### src/rtl/pc_gen_pkg.sv
// Shared definitions for the PC generator: next-PC source encoding, FSM states,
// and the redirect-request decode used by both the generator and its pending buffer.
package pc_gen_pkg;

   localparam logic [1:0] SEL_SEQ  = 2'b00;
   localparam logic [1:0] SEL_BR   = 2'b01;
   localparam logic [1:0] SEL_JMP  = 2'b10;
   localparam logic [1:0] SEL_TRAP = 2'b11;

   typedef enum logic [1:0] {BUBBLE, RUN, HOLD} state_t;

   // A branch only redirects when its qualifier is set; otherwise it is sequential.
   function automatic logic is_redirect(input logic [1:0] sel, input logic branch_check);
      return (sel == SEL_JMP) || (sel == SEL_TRAP) || ((sel == SEL_BR) && branch_check);
   endfunction

endpackage

### src/rtl/pc_redirect_buf.sv
// Single-entry pending-redirect buffer; a trap is never displaced by a branch/jump.
// win_target is combinational: the target that would be held after this cycle's write.
module pc_redirect_buf
   import pc_gen_pkg::*;
#(
   parameter int XLEN = 32
) (
   input  logic            clk,
   input  logic            rst,
   input  logic            clr,
   input  logic            wr_en,
   input  logic [1:0]      wr_sel,
   input  logic [XLEN-1:0] wr_target,
   output logic [XLEN-1:0] win_target
);

   logic            vld_q, vld_d;
   logic [1:0]      sel_q, sel_d;
   logic [XLEN-1:0] tgt_q, tgt_d;
   logic            take;

   always_comb begin
      take       = wr_en && (!vld_q || (wr_sel == SEL_TRAP) || (sel_q != SEL_TRAP));
      win_target = take ? wr_target : tgt_q;
      vld_d      = vld_q;
      sel_d      = sel_q;
      tgt_d      = tgt_q;
      if (clr) begin
         vld_d = 1'b0;
         sel_d = SEL_SEQ;
         tgt_d = '0;
      end else if (take) begin
         vld_d = 1'b1;
         sel_d = wr_sel;
         tgt_d = wr_target;
      end
   end

   always_ff @(posedge clk) begin
      if (rst) begin
         vld_q <= 1'b0;
         sel_q <= SEL_SEQ;
         tgt_q <= '0;
      end else begin
         vld_q <= vld_d;
         sel_q <= sel_d;
         tgt_q <= tgt_d;
      end
   end

endmodule

### src/rtl/pc_gen.sv
// Fetch PC generator: sequential/branch/jump/trap selection, stall buffering, 1-cycle redirect.
// Optional PC_MISALIGN_CHECK_EN rejects unaligned targets and reports them via misalign_exc.
module pc_gen
   import pc_gen_pkg::*;
#(
   parameter int              XLEN      = 32,
   parameter logic [XLEN-1:0] RESET_VEC = 32'h0000_0000,
   parameter int              PC_INC    = 4
) (
   input  logic            clk,
   input  logic            rst,
   input  logic [1:0]      sel,
   input  logic            branch_check,
   input  logic [XLEN-1:0] br_target,
   input  logic [XLEN-1:0] jmp_target,
   input  logic [XLEN-1:0] trap_vec,
   input  logic            fetch_ready,
   output logic [XLEN-1:0] pc,
   output logic            pc_valid,
   output logic            flush,
`ifdef PC_MISALIGN_CHECK_EN
   output logic            misalign_exc,
   output logic [XLEN-1:0] misalign_addr,
`endif
   output logic            redirect_pend
);

   state_t          state_q, state_d;
   logic [XLEN-1:0] pc_q, pc_d;
   logic            pc_valid_q, pc_valid_d;
   logic            flush_q, flush_d;
   logic            raw_req, req_vld, buf_wr, buf_clr;
   logic [XLEN-1:0] tgt_raw, tgt, win_target;

   always_comb begin
      unique case (sel)
         SEL_BR:   tgt_raw = br_target;
         SEL_JMP:  tgt_raw = jmp_target;
         SEL_TRAP: tgt_raw = trap_vec;
         default:  tgt_raw = '0;
      endcase
   end

   assign raw_req = is_redirect(sel, branch_check);

`ifdef PC_MISALIGN_CHECK_EN
   logic            misalign_exc_q, misalign_exc_d;
   logic [XLEN-1:0] misalign_addr_q, misalign_addr_d;

   assign req_vld = raw_req && (tgt_raw[1:0] == 2'b00);
   assign tgt     = tgt_raw;

   always_comb begin
      misalign_exc_d  = raw_req && (tgt_raw[1:0] != 2'b00);
      misalign_addr_d = misalign_exc_d ? tgt_raw : misalign_addr_q;
   end

   always_ff @(posedge clk) begin
      if (rst) begin
         misalign_exc_q  <= 1'b0;
         misalign_addr_q <= '0;
      end else begin
         misalign_exc_q  <= misalign_exc_d;
         misalign_addr_q <= misalign_addr_d;
      end
   end

   assign misalign_exc  = misalign_exc_q;
   assign misalign_addr = misalign_addr_q;
`else
   assign req_vld = raw_req;
   assign tgt     = tgt_raw & {{(XLEN-2){1'b1}}, 2'b00};
`endif

   pc_redirect_buf #(.XLEN(XLEN)) u_buf (
      .clk        (clk),
      .rst        (rst),
      .clr        (buf_clr),
      .wr_en      (buf_wr),
      .wr_sel     (sel),
      .wr_target  (tgt),
      .win_target (win_target)
   );

   always_comb begin
      state_d = state_q;
      pc_d    = pc_q;
      flush_d = 1'b0;
      buf_wr  = 1'b0;
      buf_clr = 1'b0;
      unique case (state_q)
         BUBBLE: begin
            buf_wr  = req_vld;
            state_d = req_vld ? HOLD : RUN;
         end
         RUN: begin
            if (fetch_ready) begin
               flush_d = req_vld;
               pc_d    = req_vld ? tgt : pc_q + XLEN'(PC_INC);
            end else if (req_vld) begin
               buf_wr  = 1'b1;
               state_d = HOLD;
            end
         end
         HOLD: begin
            // A same-cycle request competes with the buffered one before it is applied.
            buf_wr = req_vld;
            if (fetch_ready) begin
               pc_d    = win_target;
               flush_d = 1'b1;
               buf_clr = 1'b1;
               state_d = RUN;
            end
         end
         default: state_d = BUBBLE;
      endcase
      pc_valid_d = (state_d != BUBBLE);
   end

   always_ff @(posedge clk) begin
      if (rst) begin
         state_q    <= BUBBLE;
         pc_q       <= RESET_VEC;
         pc_valid_q <= 1'b0;
         flush_q    <= 1'b0;
      end else begin
         state_q    <= state_d;
         pc_q       <= pc_d;
         pc_valid_q <= pc_valid_d;
         flush_q    <= flush_d;
      end
   end

   assign pc            = pc_q;
   assign pc_valid      = pc_valid_q;
   assign flush         = flush_q;
   assign redirect_pend = (state_q == HOLD);

endmodule

### config.mk
export PLATFORM = sky130hd
export DESIGN_NAME = pc_gen
export DESIGN_NICKNAME = d
export VERILOG_FILES = /design/src/rtl/pc_gen_pkg.sv /design/src/rtl/pc_redirect_buf.sv /design/src/rtl/pc_gen.sv
export SDC_FILE = /design/constraint.sdc
export NUM_CORES = 1
export LEC_CHECK = 0
export CAP_MARGIN = 25
export CORE_ASPECT_RATIO = 1.4
export CORE_MARGIN = 8
export CORE_UTILIZATION = 40
export DETAILED_ROUTE_END_ITERATION = 10
export PLACE_DENSITY = 0.67
export SETUP_SLACK_MARGIN = 0.2
export SLEW_MARGIN = 20
export SYNTH_ARGS = -nofsm -noshare
export SYNTH_HDL_FRONTEND = slang
export SYNTH_HIERARCHICAL = 1
export SYNTH_SLANG_ARGS = --single-unit
export TNS_END_PERCENT = 1
### constraint.sdc
create_clock -name clk -period 4.4 [get_ports clk]
set_input_delay 0.88 -clock clk [delete_from_list [all_inputs] [get_ports clk]]
set_output_delay 0.88 -clock clk [all_outputs]
set_load 0.01 [all_outputs]
==> impl_metrics.ini <==
[global_route]
antenna_found_initial = 0
grt_max_degree = 36
grt_overflow_total = 0
grt_pass1_wl_um = 32900
grt_usage_pct = 23.0
grt_pass1_vias = 6307

[place]
dp_hpwl_um = 15400
gp_congestion = 0.897
placed_cell_area_sq_mm = 0.00694
io_buffers = 130
preCtsSetupSlack_ns = 0.639

[logic_synthesis]
dominantRegCellSynth = dfxtp_1
ys_types = 61
synth_area_per_cell_sq_um = 7.45
synth_compound_area_share_pct = 28.3
synth_edf_count = 0
postSynthCellCount = 745
yosysWarningCount = 6
synth_adder_area_share_pct = 1.35
synthMuxAreaShare_pct = 6.47
synth_async_sr_flop_share_pct = 0
syn-cell-area_sq_mm = 0.00555
synth-xor-area-share_pct = 0
synthSimpleGateAreaFrac_pct = 31.2
synth_top_family_by_area = simple AND/OR/NAND/NOR gates
yosysSeqAreaShare_pct = 25.6
synth_seq_cells = 71

[timing]
fin_worst_skew_ns = 0.00846
max_slew_margin_pct = 35.2
rsz0062_at_grt = false
fin_crit_sh_pct = 78.7
worst_pin_slew_ns = 0.971
slew_violations = 0
hold_viol_final = 0
finalSetupTns_ns = 0
worst_slack_ns = 0.935
holdWs_ns = 0.486
min_period_ns = 3.46
setup_violations = 0
fmax_ghz = 0.289

[finish]
nNetsFinal = 954
area_growth_pct = 31.1
stdcell_area_sq_mm = 0.00728
layout_commonest_cell = clkdlybuf4s50_1
num_antenna_cells = 0
drive_gt1_share_pct = 9.28
fin_util_pct = 53.0
final_cell_mix = clkdlybuf4s50_1, nand2_1, a21oi_1, dfxtp_1, nand3_1

[power_and_ir_drop]
p_int_mw = 1.60
p_per_area_mw_per_mm2 = 330
power_frac_comb_pct = 33.5
clkPwrFrac_pct = 33.6
swShare_pct = 33.5
switching_power_mw = 0.804
seqPwrFrac_pct = 32.9
ir_drop_v = 0.000181
p_leak_nw = 2.68

[floorplanning]
die_h_um = 155
core_sq_mm = 0.0137
start_util_pct = 40.5
io_pins = 137
die_area_sq_mm = 0.0180
fp-row-count = 51
die_x_um = 116

[drt]
routedWlPerCell_um = 20.3
routed.top_layer = met4
ant_nets = 0
first_pass_iters = 5
met3_length_um = 1640
drcViolationCount = 0
drt-vias-per-instance = 6.09
wl_um = 21000
dr.first_iter.drc_count = 557
vias = 6308
met2WireLength_um = 10500
wl_met1_um = 8410

[cts]
post_cts_buffers = 0
h-tree-depth = 3
cts_sinks = 71
clk_latency_ns = 0.34
ctsHoldBuffers = 0
numCtsBuffers = 9
cts_tree = done
clkTransAtPathRegs_ns = 0.06
root_buffer = clkbuf_16
clk_path_buf_depth = 2
cts_resized = 0

[setup_path]
critPathCaptureType = flip-flop
crit_arrival_ns = 3.75
worstPathRequired_ns = 4.68
path_cells = clkdlybuf4s50_1, a21oi_2, nor3_2, and2_1, a21oi_1, nand3_1, nor2_1, a2111oi_2, a21o_1, a22o_1
worstSetupPathType = input port to flip-flop
max_stage_delay_ns = 0.80
path_max_fanout = 12
critPathLaunchType = input port
crit_slowest_cell = clkdlybuf4s50_1
ff2ff_path_depth = 8

[status]
status = completed

[hold_path]
worstHoldPathCells = 2
min_path_type = flip-flop to flip-flop

[run]
drv_cap = 0
## routing by layer
metal | vias to the layer above | GRT usage [%]
li1 | 2972 | -
met1 | 3018 | 27.8
met2 | 285 | 38.9
met3 | 33 | 4.54
met4 | 0 | 8.54
met5 | - | 0
## cell type report
| type | count | area [sq um] |
|---|---|---|
| tap | 185 | 231 |
| sequential | 71 | 1420 |
| multi-input combinational | 599 | 3770 |
| inverter | 10 | 37.5 |
| clock inverter | 5 | 81.3 |
| clock buffer | 11 | 243 |
| fill | 1346 | 6440 |
| timing repair buffer | 155 | 1490 |
## critical path: cells and delay by family
kind,cells,cell delay (ns)
AOI/OAI and AO/OA,5,1.11
buffers and inverters,1,0.80
and+or+nand+nor,4,0.94
## flip-flops by register name, indices dropped and copies added (netlist names)
signal and cells:
u_buf/sel_q 2, state_q 2, pc 32, u_buf/vld_q 1
flush 1, u_buf/tgt_q 32, pc_valid 1
## final timing paths
path | start | endpoint | slack [ns]
max | sel[1] | pc[14] | 0.94
min | pc[1] | pc[1] | 0.49
max reg2reg | state_q[0] | pc[25] | 1.28
min reg2reg | pc[1] | pc[1] | 0.49
## cell usage after synthesis, types with 3 or more instances
| cell type | instances | area [sq um] |
|---|---|---|
| a22oi_1 | 5 | 37.5 |
| o221ai_1 | 4 | 35.0 |
| and2_1 | 37 | 231 |
| clkbuf_1 | 29 | 109 |
| buf_4 | 5 | 37.5 |
| a21o_1 | 4 | 30.0 |
| nand4_1 | 16 | 100 |
| buf_1 | 3 | 11.3 |
| or3_1 | 3 | 18.8 |
| nor4_1 | 3 | 18.8 |
| o21ai_0 | 27 | 135 |
| and3_1 | 6 | 37.5 |
| dfxtp_1 | 71 | 1420 |
| o21ai_1 | 3 | 15.0 |
| nand2_1 | 72 | 270 |
| mux2i_1 | 19 | 190 |
| nor2b_1 | 35 | 219 |
| or2_2 | 3 | 18.8 |
| ha_1 | 6 | 75.1 |
| a31oi_1 | 35 | 219 |
| buf_2 | 22 | 110 |
| o21a_1 | 3 | 22.5 |
| nor2_1 | 38 | 143 |
| a221oi_1 | 7 | 61.3 |
| a41o_1 | 3 | 30.0 |
| nand3b_1 | 32 | 240 |
| nor3_1 | 23 | 115 |
| o2bb2ai_1 | 9 | 78.8 |
| inv_1 | 10 | 37.5 |
| o221a_2 | 4 | 45.0 |
| nand3_1 | 43 | 215 |
| o31ai_1 | 3 | 22.5 |
| a211oi_1 | 15 | 113 |
| a311oi_1 | 4 | 35.0 |
| a21oi_1 | 72 | 360 |
| o211ai_1 | 6 | 45.0 |
| buf_6 | 7 | 78.8 |
| mux2_2 | 15 | 169 |
| or4_1 | 3 | 22.5 |
| a22o_1 | 10 | 87.6 |
## cells by family after synthesis
kind of cell,count (synthesis)
muxes,34
DFF,71
AOI/OAI and AO/OA,234
other,1
and+or+nand+nor,323
adders and majority gates,6
buffers and inverters,76
## metrics by stage
step	power [mW]	instances
floorplan	1.27	746
global placement	1.56	1019
detailed placement	1.59	1019
CTS	2.40	1035
global route	2.51	1036
finish	2.40	1036
## power by group through the flow
stage               Clock, mW  Sequential (mW)  Combinational, mW
floorplan                   0            0.794              0.480
global placement            0            0.795              0.766
detailed placement          0            0.800              0.788
CTS                     0.815            0.787              0.793
global route            0.839            0.799              0.872
finish                  0.807            0.789              0.803
No activity file was read; power rests on OpenSTA's default activity.
